[src/rtl/rgb_to_yuv_encoder_pkg.sv]
// Shared definitions for the RGB-to-YUV encoder: FSM states, plane base addresses,
// colour-space coefficients and the step boundaries of the 16-cycle group schedule.
package rgb_to_yuv_encoder_pkg;

  typedef enum logic [2:0] {
    S_IDLE  = 3'd0,
    S_READ  = 3'd1,
    S_CALC  = 3'd2,
    S_WRITE = 3'd3,
    S_DONE  = 3'd4
  } enc_state_type;

  localparam logic [17:0] U_BASE_ADDRESS   = 18'd38400;
  localparam logic [17:0] V_BASE_ADDRESS   = 18'd57600;
  localparam logic [17:0] RGB_BASE_ADDRESS = 18'd146944;

  localparam logic signed [31:0] C_YR = 32'sd16843;
  localparam logic signed [31:0] C_YG = 32'sd33030;
  localparam logic signed [31:0] C_YB = 32'sd6423;
  localparam logic signed [31:0] C_UR = -32'sd9699;
  localparam logic signed [31:0] C_UG = -32'sd19071;
  localparam logic signed [31:0] C_UB = 32'sd28770;
  localparam logic signed [31:0] C_VR = 32'sd28770;
  localparam logic signed [31:0] C_VG = -32'sd24117;
  localparam logic signed [31:0] C_VB = -32'sd4653;

  // Rounding half plus the +16 luma / +128 chroma offsets, pre-scaled to the shift.
  localparam logic signed [31:0] Y_OFFSET  = 32'sd1081344;
  localparam logic signed [31:0] UV_OFFSET = 32'sd16842752;
  localparam logic signed [31:0] U8_MAX    = 32'sd255;

  localparam logic [3:0] STEP_CALC  = 4'd6;
  localparam logic [3:0] STEP_WRITE = 4'd11;

  function automatic enc_state_type phase_of(input logic [3:0] step);
    enc_state_type ph;
    if (step >= STEP_WRITE) ph = S_WRITE;
    else if (step >= STEP_CALC) ph = S_CALC;
    else ph = S_READ;
    return ph;
  endfunction

endpackage

[src/rtl/rgb_to_yuv_encoder_clip.sv]
// clip_u8: arithmetic right shift by 16 or 17, then saturate to an unsigned byte.
module clip_u8
  import rgb_to_yuv_encoder_pkg::*;
(
  input  logic signed [31:0] value_i,
  input  logic               shift17_i,
  output logic [7:0]         clipped_o
);

  logic signed [31:0] shifted;

  // Scale down and saturate.
  always_comb begin
    if (shift17_i) shifted = value_i >>> 5'd17;
    else shifted = value_i >>> 5'd16;
    if (shifted < 32'sd0) clipped_o = 8'h00;
    else if (shifted > U8_MAX) clipped_o = 8'hFF;
    else clipped_o = shifted[7:0];
  end

endmodule

[src/rtl/rgb_to_yuv_encoder.sv]
// RGB-to-YUV encoder: reads interleaved RGB groups of 4 pixels from SRAM, converts them
// with three shared multipliers and writes Y, horizontally averaged U and V planes back.
module rgb_to_yuv_encoder
  import rgb_to_yuv_encoder_pkg::*;
#(
  parameter int NUM_GROUPS = 19200
) (
  input  logic        CLOCK_50_I,
  input  logic        reset,
  input  logic        enable,
  input  logic [15:0] SRAM_read_data,
  output logic [17:0] SRAM_address,
  output logic [15:0] SRAM_write_data,
  output logic        SRAM_we_n,
  output logic        done
);

  localparam logic [17:0] LAST_GROUP = 18'(NUM_GROUPS - 1);

  enc_state_type state_q, state_d;
  logic [3:0]  step_q, step_d;
  logic [17:0] group_q, group_d;
  logic [17:0] rgb_addr_q, rgb_addr_d;
  logic [17:0] sram_address_q, sram_address_d;
  logic [15:0] sram_write_data_q, sram_write_data_d;
  logic        sram_we_n_q, sram_we_n_d;
  logic        done_q, done_d;
  logic [7:0]  r_q [4], r_d [4], g_q [4], g_d [4], b_q [4], b_d [4];
  logic [7:0]  y_q [4], y_d [4], u_q [2], u_d [2], v_q [2], v_d [2];
  logic signed [31:0] acc_y_q, acc_y_d, acc_u_q, acc_u_d, acc_v_q, acc_v_d;

  logic [8:0]  rs [2], gs [2], bs [2];
  logic signed [31:0] coef_a, coef_b, coef_c, offset, mac_sum;
  logic [8:0]  x_a, x_b, x_c;
  logic [7:0]  clip_y, clip_u, clip_v;
  logic [1:0]  yi;
  logic        pi;

  assign rs[0] = {1'b0, r_q[0]} + {1'b0, r_q[1]};
  assign gs[0] = {1'b0, g_q[0]} + {1'b0, g_q[1]};
  assign bs[0] = {1'b0, b_q[0]} + {1'b0, b_q[1]};
  assign rs[1] = {1'b0, r_q[2]} + {1'b0, r_q[3]};
  assign gs[1] = {1'b0, g_q[2]} + {1'b0, g_q[3]};
  assign bs[1] = {1'b0, b_q[2]} + {1'b0, b_q[3]};

  // Luma steps 4,5,8,9 map to pixels 0..3; chroma steps 6/7 and 10/11 map to pairs 0/1.
  assign yi = {step_q[3], step_q[0]};
  assign pi = step_q[3];

  // Steer the three shared multipliers according to the step within the group.
  always_comb begin
    coef_a = 32'sd0; coef_b = 32'sd0; coef_c = 32'sd0; offset = 32'sd0;
    x_a = 9'd0; x_b = 9'd0; x_c = 9'd0;
    case (step_q)
      4'd4, 4'd5, 4'd8, 4'd9: begin
        coef_a = C_YR; coef_b = C_YG; coef_c = C_YB; offset = Y_OFFSET;
        x_a = {1'b0, r_q[yi]}; x_b = {1'b0, g_q[yi]}; x_c = {1'b0, b_q[yi]};
      end
      4'd6, 4'd10: begin
        coef_a = C_UR; coef_b = C_UG; coef_c = C_UB; offset = UV_OFFSET;
        x_a = rs[pi]; x_b = gs[pi]; x_c = bs[pi];
      end
      4'd7, 4'd11: begin
        coef_a = C_VR; coef_b = C_VG; coef_c = C_VB; offset = UV_OFFSET;
        x_a = rs[pi]; x_b = gs[pi]; x_c = bs[pi];
      end
      default: begin
        offset = 32'sd0;
      end
    endcase
  end

  assign mac_sum = coef_a * $signed({23'd0, x_a}) + coef_b * $signed({23'd0, x_b})
                 + coef_c * $signed({23'd0, x_c}) + offset;

  clip_u8 u_clip_y (.value_i(acc_y_q), .shift17_i(1'b0), .clipped_o(clip_y));
  clip_u8 u_clip_u (.value_i(acc_u_q), .shift17_i(1'b1), .clipped_o(clip_u));
  clip_u8 u_clip_v (.value_i(acc_v_q), .shift17_i(1'b1), .clipped_o(clip_v));

  // Next-state logic: reads at steps 0-4 (and 15 for the next group), captures at 2-7,
  // multiplies at 4-11, writes issued at steps 11-14.
  always_comb begin
    state_d = state_q; step_d = step_q; group_d = group_q; rgb_addr_d = rgb_addr_q;
    sram_address_d = sram_address_q; sram_write_data_d = sram_write_data_q;
    sram_we_n_d = 1'b1; done_d = done_q;
    r_d = r_q; g_d = g_q; b_d = b_q; y_d = y_q; u_d = u_q; v_d = v_q;
    acc_y_d = acc_y_q; acc_u_d = acc_u_q; acc_v_d = acc_v_q;
    case (state_q)
      S_IDLE: begin
        done_d = 1'b0;
        if (enable) begin
          state_d = S_READ; step_d = 4'd0; group_d = 18'd0;
          sram_address_d = RGB_BASE_ADDRESS;
          rgb_addr_d = RGB_BASE_ADDRESS + 18'd1;
        end else begin
          state_d = S_IDLE;
        end
      end
      S_READ, S_CALC, S_WRITE: begin
        step_d = step_q + 4'd1;
        state_d = phase_of(step_q + 4'd1);
        case (step_q)
          4'd0, 4'd1, 4'd2, 4'd3, 4'd4: begin
            sram_address_d = rgb_addr_q; rgb_addr_d = rgb_addr_q + 18'd1;
          end
          4'd11: begin
            sram_address_d = {group_q[16:0], 1'b0};
            sram_write_data_d = {y_q[0], y_q[1]}; sram_we_n_d = 1'b0;
          end
          4'd12: begin
            sram_address_d = {group_q[16:0], 1'b1};
            sram_write_data_d = {y_q[2], y_q[3]}; sram_we_n_d = 1'b0;
          end
          4'd13: begin
            sram_address_d = U_BASE_ADDRESS + group_q;
            sram_write_data_d = {u_q[0], u_q[1]}; sram_we_n_d = 1'b0;
          end
          4'd14: begin
            sram_address_d = V_BASE_ADDRESS + group_q;
            sram_write_data_d = {v_q[0], v_q[1]}; sram_we_n_d = 1'b0;
          end
          4'd15: begin
            group_d = group_q + 18'd1;
            if (group_q == LAST_GROUP) begin
              state_d = S_DONE; done_d = 1'b1; step_d = 4'd0;
            end else begin
              sram_address_d = rgb_addr_q; rgb_addr_d = rgb_addr_q + 18'd1;
            end
          end
          default: begin
            sram_we_n_d = 1'b1;
          end
        endcase
        case (step_q)
          4'd2: begin r_d[0] = SRAM_read_data[15:8]; g_d[0] = SRAM_read_data[7:0]; end
          4'd3: begin b_d[0] = SRAM_read_data[15:8]; r_d[1] = SRAM_read_data[7:0]; end
          4'd4: begin g_d[1] = SRAM_read_data[15:8]; b_d[1] = SRAM_read_data[7:0]; end
          4'd5: begin r_d[2] = SRAM_read_data[15:8]; g_d[2] = SRAM_read_data[7:0]; end
          4'd6: begin b_d[2] = SRAM_read_data[15:8]; r_d[3] = SRAM_read_data[7:0]; end
          4'd7: begin g_d[3] = SRAM_read_data[15:8]; b_d[3] = SRAM_read_data[7:0]; end
          default: begin r_d = r_q; end
        endcase
        case (step_q)
          4'd4:  acc_y_d = mac_sum;
          4'd5:  begin y_d[0] = clip_y; acc_y_d = mac_sum; end
          4'd6:  begin y_d[1] = clip_y; acc_u_d = mac_sum; end
          4'd7:  begin u_d[0] = clip_u; acc_v_d = mac_sum; end
          4'd8:  begin v_d[0] = clip_v; acc_y_d = mac_sum; end
          4'd9:  begin y_d[2] = clip_y; acc_y_d = mac_sum; end
          4'd10: begin y_d[3] = clip_y; acc_u_d = mac_sum; end
          4'd11: begin u_d[1] = clip_u; acc_v_d = mac_sum; end
          4'd12: v_d[1] = clip_v;
          default: begin acc_y_d = acc_y_q; end
        endcase
      end
      S_DONE: begin
        if (enable) begin
          done_d = 1'b1;
        end else begin
          state_d = S_IDLE; done_d = 1'b0; step_d = 4'd0;
          group_d = 18'd0; rgb_addr_d = 18'd0;
        end
      end
      default: begin
        state_d = S_IDLE; done_d = 1'b0;
      end
    endcase
  end

  // State and datapath registers with synchronous reset.
  always_ff @(posedge CLOCK_50_I) begin
    if (reset) begin
      state_q <= S_IDLE; step_q <= 4'd0; group_q <= 18'd0; rgb_addr_q <= 18'd0;
      sram_address_q <= 18'd0; sram_write_data_q <= 16'd0; sram_we_n_q <= 1'b1;
      done_q <= 1'b0;
      r_q <= '{default: 8'h00}; g_q <= '{default: 8'h00}; b_q <= '{default: 8'h00};
      y_q <= '{default: 8'h00}; u_q <= '{default: 8'h00}; v_q <= '{default: 8'h00};
      acc_y_q <= 32'sd0; acc_u_q <= 32'sd0; acc_v_q <= 32'sd0;
    end else begin
      state_q <= state_d; step_q <= step_d; group_q <= group_d; rgb_addr_q <= rgb_addr_d;
      sram_address_q <= sram_address_d; sram_write_data_q <= sram_write_data_d;
      sram_we_n_q <= sram_we_n_d; done_q <= done_d;
      r_q <= r_d; g_q <= g_d; b_q <= b_d; y_q <= y_d; u_q <= u_d; v_q <= v_d;
      acc_y_q <= acc_y_d; acc_u_q <= acc_u_d; acc_v_q <= acc_v_d;
    end
  end

  assign SRAM_address    = sram_address_q;
  assign SRAM_write_data = sram_write_data_q;
  assign SRAM_we_n       = sram_we_n_q;
  assign done            = done_q;

endmodule

[config.mk]
export PLATFORM = sky130hd
export DESIGN_NAME = rgb_to_yuv_encoder
export DESIGN_NICKNAME = d
export VERILOG_FILES = /design/src/rtl/rgb_to_yuv_encoder_pkg.sv /design/src/rtl/rgb_to_yuv_encoder_clip.sv /design/src/rtl/rgb_to_yuv_encoder.sv
export SDC_FILE = /design/constraint.sdc
export NUM_CORES = 2
export LEC_CHECK = 0
export CORE_ASPECT_RATIO = 1.1
export CORE_MARGIN = 2
export CORE_UTILIZATION = 59
export DETAILED_ROUTE_END_ITERATION = 7
export MAX_ROUTING_LAYER = met4
export PLACE_DENSITY = 0.79
export SYNTH_ARGS = -nofsm -noshare
export SYNTH_HDL_FRONTEND = slang
export SYNTH_HIERARCHICAL = 1
export SYNTH_SLANG_ARGS = --single-unit
export TNS_END_PERCENT = 30
[constraint.sdc]
create_clock -name CLOCK_50_I -period 8.97 [get_ports CLOCK_50_I]
set_input_delay 1.794 -clock CLOCK_50_I [delete_from_list [all_inputs] [get_ports CLOCK_50_I]]
set_output_delay 1.794 -clock CLOCK_50_I [all_outputs]
set_load 0.02 [all_outputs]
Yosys cells after proc, flatten, opt, wreduce, memory -nomap -nowiden

Cells that the tools add are included.

$add $sub $neg: 14
Multipliers: 3
Magnitude comparators: 10
Equality and inequality tests: 27
Mux-type cells: 61
Bitwise logic cells: 3
Reductions and logical operators: 33

Operator list:

| operator                                                     | number |
|---|---|
| one-hot mux 32 bit (3 select lines)                          | 3 |
| two-way mux 18 bit                                           | 7 |
| one-hot mux 18 bit (3 select lines)                          | 2 |
| one-hot mux 18 bit (6 select lines)                          | 1 |
| adder 32 bit                                                 | 3 |
| multiplier 32 x 10 -> 32 bit                                 | 3 |
| two-way mux 8 bit                                            | 12 |
| two-way mux 9 bit                                            | 9 |
| one-hot mux 18 bit (2 select lines)                          | 2 |
| one-hot mux 16 bit (4 select lines)                          | 1 |
| adder 8 x 8 -> 9 bit                                         | 6 |
| one-hot mux 9 bit (2 select lines)                           | 3 |
| one-hot mux 25 bit (2 select lines)                          | 1 |
| binary-select mux 8 bit (select 2 bit)                       | 3 |
| adder 16 x 18 -> 18 bit (first input constant)               | 2 |
| adder 18 x 1 -> 18 bit (second input constant)               | 2 |
| equality test 4 bit (second input constant)                  | 8 |
| AND reduction 2 bit                                          | 16 |
| > comparator 15 x 9 -> 1 bit (second input constant)         | 2 |
| less-than comparator 15 x 1 -> 1 bit (second input constant) | 2 |
| equality test 18 x 15 -> 1 bit (second input constant)       | 1 |
| equality test 4 x 3 -> 1 bit (second input constant)         | 4 |
| > comparator 16 x 9 -> 1 bit (second input constant)         | 1 |
| less-than comparator 16 x 1 -> 1 bit (second input constant) | 1 |
| other kinds (37)                                             | 56 |

Register bits: 335
Bits of input ports: 19
Output and inout port bits: 36

Depth between registers and ports, before layout

Word-level depth: 9
Depth in mapped cells: 38
Depth with buffers taken out: 36

Cells and area by module

Netlist, hierarchy kept.

Modules (own cells, without submodules):

| module             | times used | cells each | area an instance (µm²) |
|---|---|---|---|
| rgb_to_yuv_encoder | 1          | 3669       | 31700.4 |
| clip_u8            | 3          | 22         | 200.2 |

Worst setup path after synthesis

No wires, ideal clock.

Path kind: flip-flop to flip-flop
Start point: register step_q[3]
End point: register acc_y_q[26]
Arrival time: 9071 ps
Path slack: -221 ps
Stages on the path, launching flop included: 36
Buffers on the path: 4
Path through: dfxtp_1 clkbuf_1 inv_1 buf_2 buf_1 ha_1 o22ai_1 inv_1 clkbuf_1 nand2_1 o21ai_0 and2_1 nand2_1 inv_1 fa_1 inv_1 fa_1 inv_1 fa_1 inv_1 fa_1 inv_1 fa_1 fa_1 fa_1 inv_1 fa_1 inv_1 ha_1 a21o_1 a21o_1 a21o_1 a31o_2 a21oi_1 nor4_1 a211o_1

Cells in the longest elaborated chain, start to end: 9
Elaborated cells on any way between the ends: 46
Classes of those cells: 3 x add/sub; 3 x mul; 8 x eq/ne; 25 x mux; 2 x bitwise; 5 x reduce/logical

Ends and longest elaborated chain:

| element                                                                                           | line                                                                         | text |
|---|---|---|
| start: declaration                                                                                | rgb_to_yuv_encoder.sv:21                                                     | `logic [3:0] step_q, step_d;` |
| start signal: assignment                                                                          | rgb_to_yuv_encoder.sv:180                                                    | `state_q <= state_d; step_q <= step_d; group_q <= group_d; rgb_addr_q <= rgb_addr_d;` |
| NOT 2 -> 3 bit (not written as such) / NOT 1 -> 2 bit (equally long branches)                     | rgb_to_yuv_encoder.sv:57, rgb_to_yuv_encoder.sv:61, rgb_to_yuv_encoder.sv:65 |  |
| binary-select mux 8 bit (select 2 bit) / two-way mux 9 bit (equally long branches)                | rgb_to_yuv_encoder.sv:57, rgb_to_yuv_encoder.sv:61, rgb_to_yuv_encoder.sv:65 |  |
| two-way mux 8 bit (not written as such) / two-way mux 9 bit (equally long branches) (2 in series) | rgb_to_yuv_encoder.sv:57, rgb_to_yuv_encoder.sv:61, rgb_to_yuv_encoder.sv:65 |  |
| one-hot mux 9 bit (2 select lines)                                                                | rgb_to_yuv_encoder.sv:54                                                     | `case (step_q)` |
| multiplier 32 x 10 -> 32 bit                                                                      | rgb_to_yuv_encoder.sv:73                                                     | `assign mac_sum = coef_a * $signed({23'd0, x_a}) + coef_b * $signed({23'd0, x_b})` |
| adder 32 bit                                                                                      | rgb_to_yuv_encoder.sv:73                                                     |  |
| adder 32 bit (2 in series)                                                                        | rgb_to_yuv_encoder.sv:74                                                     | `+ coef_c * $signed({23'd0, x_c}) + offset;` |
| end signal: assignment                                                                            | rgb_to_yuv_encoder.sv:184                                                    | `acc_y_q <= acc_y_d; acc_u_q <= acc_u_d; acc_v_q <= acc_v_d;` |
| end: declaration                                                                                  | rgb_to_yuv_encoder.sv:30                                                     | `logic signed [31:0] acc_y_q, acc_y_d, acc_u_q, acc_u_d, acc_v_q, acc_v_d;` |

Several ways; a longest one is shown, not always the timed one. The select of a mux whose other input is x is not followed.
A chain may end at the register's enable or synchronous reset.

Worst setup path in the final report

Start point: register g_q[0] (netlist name)
End point: register acc_v_q[31]

Cells in the longest elaborated chain, start to end: 9
Elaborated cells on any way between the ends: 12
Classes of those cells: 4 x add/sub; 1 x mul; 7 x mux

Ends and longest elaborated chain:

| element                                               | line                                               | text |
|---|---|---|
| start: declaration                                    | rgb_to_yuv_encoder.sv:28                           | `logic [7:0] r_q [4], r_d [4], g_q [4], g_d [4], b_q [4], b_d [4];` |
| start signal: assignment                              | rgb_to_yuv_encoder.sv:176                          | `r_q <= '{default: 8'h00}; g_q <= '{default: 8'h00}; b_q <= '{default: 8'h00};` |
| start signal: assignment                              | rgb_to_yuv_encoder.sv:183                          | `r_q <= r_d; g_q <= g_d; b_q <= b_d; y_q <= y_d; u_q <= u_d; v_q <= v_d;` |
| adder 8 x 8 -> 9 bit                                  | rgb_to_yuv_encoder.sv:43                           | `assign gs[1] = {1'b0, g_q[2]} + {1'b0, g_q[3]};` |
| two-way mux 9 bit (not written as such) (3 in series) | rgb_to_yuv_encoder.sv:61, rgb_to_yuv_encoder.sv:65 |  |
| one-hot mux 9 bit (2 select lines) *                  | rgb_to_yuv_encoder.sv:54                           |  |
| multiplier 32 x 10 -> 32 bit *                        | rgb_to_yuv_encoder.sv:73                           |  |
| adder 32 bit *                                        | rgb_to_yuv_encoder.sv:73                           |  |
| adder 32 bit * (2 in series)                          | rgb_to_yuv_encoder.sv:74                           |  |
| end signal: assignment                                | rgb_to_yuv_encoder.sv:184                          |  |
| end: declaration                                      | rgb_to_yuv_encoder.sv:30                           |  |

Mark *: on every way between the ends. The rest lies on a longest branch, timed or not. The select of a mux whose other input is x is not followed.

==> impl_results.md <==
* Vias per cell at 5.819
* Largest net degree at the start of global routing at ~120
* Fin. Hold Viols at 0
* Commonest non-fill, non-tap cell in the layout: inv_1
* CTS Sinks at 287
* Tcrit/Tclk final at between 90% and 100%
* Max-slew violations at 0
* Global-route wire length before repair at between 100 and 150 mm
* Count of final setup violators at 0
* Pre-antenna DRT Iters at 6
* Status: finished, final reports clean
* Hold_ws at 0.4556 ns
* Hold Crit Depth at 2
* FF-to-FF path depth at 29
* I/O pin count at 55
* Multi-input logic area at 22220 sq um
* Slew @ Worst Pin at approximately 1.2 ns
* Antenna viol nets, final at 0
* HPWL after detailed placement at 73.28 mm
* CP max stage cell: fa_1
* Vias in the first global route at 26000
* RSZ-0062 raised after global routing: yes
* Req. time, crit path at 9.35 ns
* CTS HTree Levels at 1
* Min-delay src: v_q[5]
* Core area at about 51000 sq um
* DRC errors left at 0
* Max Cap Violations at 0
* Fillers at 4155
* Initial Util at 59.68%
* CP max stage delay at around 0.55 ns
* Placed Area at 32540 sq um
* Drt wl/cell at 21.06 um
* Maximum vdd ir drop at 0.1682 mV
* Die Footprint at 53700 sq um
* Routing usage on met1 at about two fifths
* Initial antenna violation count at 1
* Fmax at 0.1132 GHz
* CP Max Fanout at 3
* Cts-stage hold buffer count at 0
* Most frequent cells in the layout: inv_1, nand2_1, fa_1
* Relative slew slack at roughly a fifth
* CP Class: reg -> reg
* Gate Count Post-Synth at 3525
* Met3 usage at under 10%
* Site row count at 87
* Most frequent CP cell: fa_1
* CTS tree: yes
* Setup Skew at roughly 0.0090 ns
* Reg-to-Reg End: acc_v_q[31]
* Initial drt markers at 1849
* Die Wd at 221.1 um
* Setup crit start kind: flop
* Critical path endpoint category: flop
* Final instance area at 34120 sq um
* Cts bufs inserted at 27
* Post-synth design cell area at just over 30000 sq um
* Via Count at 25010
* Final GP Congestion at a little over 1
* Reg2reg start: g_q[0]
* Final period demand of the worst path at 8.830 ns
* Port Buffer Count at 54
* Clk buf depth at 3
* Clk root buf: clkbuf_16
* NumNets Final at 4321
* Final setup TNS at 0 ns
* Yosys Warn Count at 6
* Sequential cell area at 5757 sq um
* Grt peak-use layer: met2
* Grt ovf at 0
* PwrDens at 76.06 nW/um^2
* Leakage Power at 15.79 nW
* WP data arrival at 9.21 ns
* Hold crit path type: reg -> reg
* Area delta synth->final at 11.51%
* Share of layout cells above drive strength 1 at roughly 11%
* Final wirelength at 90.53 mm
* Die H at 242.8 um
* Clock insertion delay at the later pin of the skew report at 0.55 ns
* Hold Crit Endpoint: v_q[5]
* GRT Resource Usage Total at 35.24%
* R2R Setup Slk at around 0.14 ns
* CTS clk-pin slew, worst paths at 0.06 ns
* Met2 Use GR at between 50 and 60%
* Average footprint of a synthesized cell at 8.680 sq um
sequential cells by signal, summed over array words and instances, names as in the netlist, 18 cells and up:
register      flops
rgb_addr_q       18
g_q              32
group_q          18
r_q              32
b_q              32
SRAM_address     18
y_q              32
how the worst max path moves through the flow:
stage                          from           to  cells after the start
after global routing         r_q[1]  acc_v_q[31]                     32
after floorplan           step_q[3]  acc_y_q[26]                     35
final                        g_q[0]  acc_v_q[31]                     29
after global placement       r_q[0]  acc_v_q[31]                     34
after detailed placement     r_q[0]  acc_v_q[31]                     33
after CTS                    r_q[0]  acc_v_q[26]                     34
report_power, final:
| group | internal [mW] | switching, mW |
|---|---|---|
| logic | 0.0443 | 0.0922 |
| registers | 1.28 | 0.0103 |
| clock network | 0.665 | 0.500 |
| total | 1.99 | 0.603 |
per-stage QoR:
step	instances	setup slack (ns)	total power, mW	util, %
finish	4298	0.1396	2.595	66.55
global placement	4232	-0.01221	1.454	63.47
CTS	4279	-0.01411	2.598	65.33
detailed placement	4232	-0.1593	1.455	63.47
floorplan	3526	0.05606	1.406	-
global route	4298	-0.1654	2.653	66.55
cell type report:
type	count	area share, %
timing repair buffer	229	5.658
sequential	287	16.87
tap	667	2.446
multi-input combinational	2406	65.13
clock buffer	38	2.307
inverter	662	7.294
antenna	1	0.007334
clock inverter	8	0.2824
timing repair:
action,in CTS,in global routing
pin swaps,5,74
setup endpoints to repair,36,48
setup buffers,1,17
gates resized for setup,14,137
hold endpoints to repair,0,0
cloned,0,1
per-layer routing:
layer	routed length [um]	part of all wire [%]
met1	34280	38
met4	6018	6.6
met2	44430	49
met3	5807	6.4
met5	0	0
worst max-delay path, delay by kind of cell (launching register included):
| kind | cells | cell delay (ns) |
|---|---|---|
| xor+xnor | 1 | 0.17 |
| simple gates | 3 | 0.37 |
| fa+ha+maj | 11 | 5.12 |
| mux | 2 | 0.48 |
| compound gates | 8 | 1.91 |
| buf+inv | 4 | 0.28 |
| flops | 1 | 0.32 |
(Power assumes the default switching activity.)
